==> src/rtl/noisy_signal_gen.sv <==
// Tone-plus-noise sample generator: phase accumulator driving a quarter-wave sine LUT,
// summed with an attenuated 16-bit LFSR noise term through a 3-stage valid pipeline.
module noisy_signal_gen #(
    parameter int unsigned PHASE_W   = 24,
    parameter logic [15:0] LFSR_SEED = 16'hACE1
) (
    input  logic                CLK,
    input  logic                RST,
    input  logic                Enable,
    input  logic [PHASE_W-1:0]  Tone_Step,
    input  logic                Noise_En,
    input  logic [2:0]          Noise_Shift,
    output logic signed [15:0]  Signal_Noise,
    output logic                Sample_Valid
);

    // First quadrant, sampled at odd multiples of pi/256 so the fold is symmetric.
    localparam logic [15:0] SineLut [64] = '{
        16'h0065, 16'h012E, 16'h01F6, 16'h02BF, 16'h0387, 16'h044E, 16'h0515, 16'h05DB,
        16'h06A1, 16'h0765, 16'h0828, 16'h08EA, 16'h09AA, 16'h0A69, 16'h0B26, 16'h0BE2,
        16'h0C9C, 16'h0D53, 16'h0E09, 16'h0EBD, 16'h0F6E, 16'h101D, 16'h10C9, 16'h1173,
        16'h121A, 16'h12BF, 16'h1360, 16'h13FF, 16'h149A, 16'h1533, 16'h15C7, 16'h1659,
        16'h16E7, 16'h1772, 16'h17F9, 16'h187C, 16'h18FC, 16'h1977, 16'h19EF, 16'h1A63,
        16'h1AD3, 16'h1B3E, 16'h1BA6, 16'h1C09, 16'h1C68, 16'h1CC2, 16'h1D18, 16'h1D69,
        16'h1DB6, 16'h1DFF, 16'h1E42, 16'h1E81, 16'h1EBC, 16'h1EF1, 16'h1F22, 16'h1F4E,
        16'h1F76, 16'h1F98, 16'h1FB5, 16'h1FCE, 16'h1FE2, 16'h1FF1, 16'h1FFA, 16'h1FFF
    };

    logic [PHASE_W-1:0] phase_q, phase_d;
    logic [15:0]        lfsr_q, lfsr_d;
    logic               lfsr_fb;

    logic [7:0]         p1_q, p1_d;
    logic signed [15:0] n1_q, n1_d;
    logic               v1_q;

    logic signed [15:0] s2_q, s2_d;
    logic signed [15:0] n2_q;
    logic               v2_q;

    logic signed [15:0] out_q, out_d;
    logic               valid_q;

    logic [3:0]         noise_sh;
    logic signed [15:0] noise_raw;
    logic signed [15:0] noise_term;

    logic [1:0]         quad;
    logic [5:0]         lut_idx;
    logic [15:0]        lut_val;

    // Fibonacci taps 16,14,13,11 map to bits 15,13,12,10.
    assign lfsr_fb    = lfsr_q[15] ^ lfsr_q[13] ^ lfsr_q[12] ^ lfsr_q[10];
    assign noise_sh   = {1'b0, Noise_Shift} + 4'd2;
    assign noise_raw  = $signed(lfsr_q) >>> noise_sh;
    assign noise_term = Noise_En ? noise_raw : 16'sd0;

    always_comb begin
        phase_d = phase_q;
        lfsr_d  = lfsr_q;
        p1_d    = p1_q;
        n1_d    = n1_q;
        if (Enable) begin
            phase_d = phase_q + Tone_Step;
            lfsr_d  = {lfsr_q[14:0], lfsr_fb};
            p1_d    = phase_q[PHASE_W-1 -: 8];
            n1_d    = noise_term;
        end
    end

    // Odd quadrants read the table backwards (63 - i == ~i), lower half-wave negates.
    always_comb begin
        quad    = p1_q[7:6];
        lut_idx = quad[0] ? ~p1_q[5:0] : p1_q[5:0];
        lut_val = SineLut[lut_idx];
        s2_d    = quad[1] ? -$signed(lut_val) : $signed(lut_val);
    end

    assign out_d = s2_q + n2_q;

    always_ff @(posedge CLK or posedge RST) begin
        if (RST) begin
            phase_q <= '0;
            lfsr_q  <= LFSR_SEED;
            p1_q    <= '0;
            n1_q    <= '0;
            v1_q    <= 1'b0;
            s2_q    <= '0;
            n2_q    <= '0;
            v2_q    <= 1'b0;
            out_q   <= '0;
            valid_q <= 1'b0;
        end else begin
            phase_q <= phase_d;
            lfsr_q  <= lfsr_d;
            p1_q    <= p1_d;
            n1_q    <= n1_d;
            v1_q    <= Enable;
            v2_q    <= v1_q;
            valid_q <= v2_q;
            if (v1_q) begin
                s2_q <= s2_d;
                n2_q <= n1_q;
            end
            if (v2_q) begin
                out_q <= out_d;
            end
        end
    end

    assign Signal_Noise = out_q;
    assign Sample_Valid = valid_q;

endmodule
==> config.mk <==
export PLATFORM = sky130hd
export DESIGN_NAME = noisy_signal_gen
export DESIGN_NICKNAME = d
export VERILOG_FILES = /design/src/rtl/noisy_signal_gen.sv
export SDC_FILE = /design/constraint.sdc
export NUM_CORES = 1
export LEC_CHECK = 0
export BUFFER_PORTS_ARGS = -buffer_cell sky130_fd_sc_hd__buf_2
export CAP_MARGIN = 10
export CORE_ASPECT_RATIO = 0.5
export CORE_MARGIN = 2
export CORE_UTILIZATION = 45
export DETAILED_ROUTE_END_ITERATION = 8
export GPL_ROUTABILITY_DRIVEN = 0
export PLACE_DENSITY_LB_ADDON = 0.08
export SLEW_MARGIN = 40
export SYNTH_ARGS = -nofsm -noshare
export SYNTH_HDL_FRONTEND = slang
export SYNTH_SLANG_ARGS = --single-unit
==> constraint.sdc <==
create_clock -name CLK -period 6.12 [get_ports CLK]
set_clock_uncertainty 0.15 [all_clocks]
set_input_delay 1.224 -clock CLK [delete_from_list [all_inputs] [get_ports CLK]]
set_output_delay 1.224 -clock CLK [all_outputs]
set_load 0.005 [all_outputs]
# After elaboration in Yosys (flattened, before gate mapping)
# Memories as Yosys holds them, arrays and structs flattened.
# Index checks and enable logic that the tools add are counted.
[classes] add_sub_neg=4 order_cmp=1 shifts=1 n_mux=5 n_bitwise=5
[op_table] operator="$mux W16" count=4
[op_table] operator="$add A24 B24 Y24" count=1
[op_table] operator="$add A16 B16 Y16" count=1
[op_table] operator="$neg A16 Y16" count=1
[op_table] operator="$sshr A16 B4 Y16" count=1
[op_table] operator="$ge A7 B7 Y1 const B" count=1
[op_table] operator="$not A6 Y7" count=1
[op_table] operator="$mux W6" count=1
[op_table] operator="$not A6 Y6" count=1
[op_table] operator="$add A3 B2 Y4 const B" count=1
[op_table] operator="$xor A1 B1 Y1" count=3
[totals] regBits=115 mem_bits_ro=1024 in_bits=31 output_inout_bits=17 word_cells=27 memories=1
[memory_table] memory="(name not given)" words=64 width=16 read_ports=1 rd_ports_with_merged_regs=0 write_ports=0 line_no="75" source="lut_val = SineLut[lut_idx];"

# Logic depth before layout (Yosys ltp)
[logic_depth] depth_word=8 depth_mapped=18 ltp_nobuf=13

# Worst setup path after synthesis
# OpenSTA, ideal clock, no wires.
[synth_path] kind="register to register" from="reg p1_q[6]" to="reg s2_q[13]" setup_ns=0.140 arrival_time_ns=4.051 slack_ns=1.779 stages_incl_launch_ff=19 n_path_buf=6 synth_period_minus_slack_ns=4.341 path_cell_list="dfrtp_1 buf_2 buf_4 buf_2 buf_1 xor2_1 inv_1 ha_1 clkbuf_1 nand2_1 o21ai_0 a221oi_1 nor2_1 a211o_1 or4_1 buf_2 or2_1 o311ai_1 o21ai_0"
[synth_via] elab_chain_cells=7
[synth_lines] element="start, declared" line_no="33" source="logic [7:0] p1_q, p1_d;"
[synth_lines] element="start signal, assigned" line_no="96" source="p1_q <= p1_d;"
[synth_lines] element="$mux W6 (*)" line_no="74" source="lut_idx = quad[0] ? ~p1_q[5:0] : p1_q[5:0];"
[synth_lines] element="$not A6 Y7 (implied by the code) (*)" line_no="75"
[synth_lines] element="$mem_v2 Z64 W16 (*)"
[synth_lines] element="$mux W16 (implied by the code) (*) (2 in a row)" line_no="75"
[synth_lines] element="$neg A16 Y16" line_no="76" source="s2_d = quad[1] ? -$signed(lut_val) : $signed(lut_val);"
[synth_lines] element="$mux W16 (*)" line_no="76"
[synth_lines] element="end signal, assigned" line_no="88" source="s2_q <= '0;"
[synth_lines] element="end signal, assigned" line_no="102" source="s2_q <= s2_d;"
[synth_lines] element="end, declared" line_no="37" source="logic signed [15:0] s2_q, s2_d;"
# Mark *: on every way between the ends. The rest lies on a longest branch, timed or not. The select of a mux whose other input is x is not followed.
# A chain may end at the register's enable or synchronous reset.

# Worst setup path in the final report
# Same ends and word-level chain as after synthesis.

==> results by stage <==
Place:
- Before CTS, the worst setup slack after placement is between 1.5 and 2 ns.
- Detailed placement ended at an HPWL of 17.85 mm.
- The standard cell area after detailed placement is 9836 µm².
- The number of placed cells counting well taps is 1,328.
- Buffers placed on the I/O ports in this run total 47.

Logic synthesis:
- The xor/xnor cell area share of the yosys netlist is 4.314%.
- In this run, synthesis inferred 0 flip-flops with an integrated enable.
- The synthesized netlist devotes 23.22% of its cell area to compound gates.
- For this run, the number of Yosys warnings is 0.
- Summing the areas of all fa, ha and maj instances in the mapped netlist gives 6.954% of the synthesized area.
- The most used flip-flop cell after synthesis is sky130_fd_sc_hd__dfrtp_1.
- Yosys attributes the largest share of cell area to sky130_fd_sc_hd__dfrtp_1, sky130_fd_sc_hd__mux2_2, sky130_fd_sc_hd__ha_1.
- The post-synthesis mux area share is 13.75%.
- The async set-reset flop share out of synthesis is 100.0%.
- The post-synthesis sequential element count is ~120.
- The synthesized cell area is 9572 µm².
- The synthesized design spends more area on one cell type than any other, namely sky130_fd_sc_hd__dfrtp_1.
- Of the synthesized area, sequential elements account for 30.17%.
- The netlist uses 87 different library cells.
- By area, the combinational part of the netlist is dominated by compound AO/OA/AOI/OAI gates.
- The share of Yosys cell area claimed by the top area cell type is around 28%.
- Counting every instance in the synthesized netlist gives 1,073.
- Averaged over all synthesized cells, the footprint is 8.920 µm².
- Counting every net in the synthesized netlist gives 1,156.
- Of the total synthesized cell area, the portion taken by AND, OR, NAND and NOR gates is 15.53%.

Global route:
- The pin count of the biggest net entering global routing is 66.
- The total routing usage reported by global routing is 23.07%.
- The via count of the first global-routing pass is 7,715.
- Summed over all layers, the global routing overflow is 0.
- The first global-routing pass estimated approximately 40 mm of wire.
- The initial antenna violation count came to 0.

Pwr:
- Summed over all cells, the static leakage comes to 4.479 nW.
- The power density over cell area is 637.4 nW/µm².
- The largest voltage drop on the vdd net is ~0.00023 V.
- Summing internal, switching and leakage power gives 6.657 mW.

Floorplanning:
- The width of the die is 210.3 µm.
- For this configuration, the core starts out at a cell density of a little under half.
- The floorplan step defined a die boundary enclosing 22,520 µm².
- 48 I/O pins were placed.
- The die extent in y is 107.1 µm.
- The standard cell core area is between 20,000 and 25,000 µm².
- Row generation in the floorplan step produced 37 rows.

Flow run:
- Across the run, the number of max-cap violations was 0.

STA:
- The worst-case setup margin in the final layout is ~1.5 ns.
- For this run, the top clock speed supported by timing is 0.2166 GHz.
- Measured against its own limit, the worst slew margin works out to 49.11%.
- The post-layout minimum cycle time is 4.618 ns.
- Setup repair after global routing left no endpoint under its margin.
- The number of endpoints with negative hold slack in the final report is 0.
- Setup violations remaining at the end of the flow were counted as 0.
- The final-report max-slew violation count was 0.
- The share of the clock period used by the worst path after layout is 75.45%.
- The setup total negative slack is 0 ns.
- At the pin with the least slew margin, the transition time is 0.7441 ns.

Detailed routing:
- The sum of routed wire segments on met1 is 12.19 mm.
- The met3 wire length is 1.668 mm.
- The vias per cell is around 6.0.
- The routed design has between 20 and 30 mm of wire.
- Wire segments on met2 add up to ~11 mm in the final route.
- The top layer reached by signal wires is met4.
- The detail route stage leaves a number of antenna-violating nets equal to 0.
- The post-detailed-route wirelength per cell is 18.53 µm.
- For this run, the detailed router's first-pass iteration total came to 6.
- The post-route DRC violation count is 0.
- The first-iteration detailed-routing DRC count is 796.
- The number of vias after detailed routing is 8,172.

Cells and area:
- The net total in the final layout is 1,157.
- After routing the design area is 10,450 µm².
- Leaving out filler cells and counting taps, the final layout contains 1,360.
- The top cell types in the final layout, fill and taps aside, are sky130_fd_sc_hd__dfrtp_1, sky130_fd_sc_hd__nand2_1, sky130_fd_sc_hd__a21oi_1.
- The diode insertion count for antenna repair is 0.
- The growth of design area from synthesis to finish is 9.124%.
- After filler insertion, the fill cell instance count of the layout stands at 1,971.
- In the final layout, the share of cells above drive strength 1 is between 10% and 20%.
- The most common cell after layout, fill and taps aside is sky130_fd_sc_hd__dfrtp_1.

CTS:
- The number of buffers added by the clock tree synthesis step is 17.
- For this design, the sink count on the clock tree is between 100 and 150.
- Hold repair after CTS inserted 0 buffers.
- The buffer depth of the longest clock path is 2.
- Gates resized during post-CTS repair numbered 0.
- The total setup buffers inserted after CTS is 0.
- For the worst-skew pair, the clock arrives at the later sink with an insertion delay of 0.42 ns.
- The number of levels the H-tree was split into is 4.
- After clock tree synthesis, the clock-pin slew on the worst setup and hold paths is 0.06 ns.
- TritonCTS built the clock tree.
- The cell sitting at the root of the clock tree is a sky130_fd_sc_hd__clkbuf_16.

Worst setup path:
- Data arrives at the worst endpoint at 4.75 ns.
- The count of buffering cells on the critical path with inverters included is 1.
- The critical-path cell with the highest stage delay is sky130_fd_sc_hd__ha_1.
- The critical path launch point type is a flop.
- The endpoint class of the critical path is a flop.
- The critical path class is reg2reg.
- On the critical path the largest part of the delay comes from simple AND/OR/NAND/NOR gates.
- At the worst endpoint, the required time is 6.25 ns.
- Traced cell by cell, the critical path runs through xor2_1, inv_1, ha_1, nand2b_1, nand3_1, a21oi_1, o22ai_1, a211o_1, or4_1, or2_1, o311ai_1, o21ai_0.
- The critical path's largest stage delay is 0.66 ns.
- In this run the worst path has a maximum fanout of 17.

Status:
- The flow ran to the end, and the final reports show no timing, DRC or antenna violations.

Min path:
- The class of the tightest hold or removal check is reg2reg.
-- stage by stage --
| stage | util (%) | hold slack [ns] |
|---|---|---|
| final | 50.47 | 0.3387 |
| after global routing | 50.47 | 0.3573 |
| after global placement | 47.52 | 0.3216 |
| after floorplan | - | 0.2204 |
| after detailed placement | 47.53 | 0.3213 |
| after CTS | 50.46 | 0.3390 |
-- metal layers --
| metal | vias to the layer above | GRT usage, % |
|---|---|---|
| li1 | 3947 | - |
| met1 | 3883 | 32.64 |
| met2 | 293 | 34.46 |
| met3 | 49 | 4.979 |
| met4 | 0 | 8.865 |
| met5 | - | 0 |
-- cells in the mapped netlist (17+ instances only) --
library cell / n
sky130_fd_sc_hd__a21oi_1: 80
sky130_fd_sc_hd__buf_2: 22
sky130_fd_sc_hd__clkbuf_1: 38
sky130_fd_sc_hd__dfrtp_1: 107
sky130_fd_sc_hd__ha_1: 50
sky130_fd_sc_hd__inv_1: 37
sky130_fd_sc_hd__mux2_2: 74
sky130_fd_sc_hd__mux2i_1: 31
sky130_fd_sc_hd__nand2_1: 81
sky130_fd_sc_hd__nand3_1: 28
sky130_fd_sc_hd__nor2_1: 79
sky130_fd_sc_hd__nor3_1: 22
sky130_fd_sc_hd__o21ai_0: 68
sky130_fd_sc_hd__o22ai_1: 17
sky130_fd_sc_hd__xnor2_1: 33
-- power breakdown --
group          total [mW]  leakage [nW]  internal (mW)  switching (mW)
combinational        4.19          2.81           1.80            2.39
clock                1.03         0.293          0.671           0.357
sequential           1.44          1.38           1.11           0.330
-- flip-flops by register name (all words and copies together) (netlist names) --
name,cells
Signal_Noise,16
v2_q,1
v1_q,1
p1_q,8
lfsr_q,16
phase_q,24
Sample_Valid,1
s2_q,16
n1_q,16
n2_q,16
-- cell type report --
| class | count | area, µm² | share of cell area [%] |
|---|---|---|---|
| Clock buffer | 23 | 478.0 | 4.576 |
| Clock inverter | 9 | 128.9 | 1.234 |
| Inverter | 39 | 151.4 | 1.449 |
| Multi-Input combinational cell | 839 | 6105 | 58.45 |
| Sequential cell | 115 | 2893 | 27.70 |
| Tap cell | 273 | 341.6 | 3.270 |
| Timing Repair Buffer | 62 | 347.8 | 3.330 |
-- cells by family (layout without fill, tap and decap cells) --
logic type	Yosys count	after routing
compound gates	328	328
simple gates	301	301
buf+inv	119	133
flops	115	115
mux	113	113
fa+ha+maj	52	52
xor+xnor	45	45
-- path summary, 6_finish.rpt --
path,from,endpoint,slack [ns],cells past startpoint
hold reg to reg,n1_q[11],n1_q[11],0.34,1
max in group asynchronous,RST,n2_q[12],4.02,3
hold / removal,n1_q[11],n1_q[11],0.34,1
setup reg to reg,p1_q[6],s2_q[13],1.50,12
setup / recovery,p1_q[6],s2_q[13],1.50,12
min in group asynchronous,RST,phase_q[19],0.74,2
Note: power is estimated with default switching activity, not from simulation.
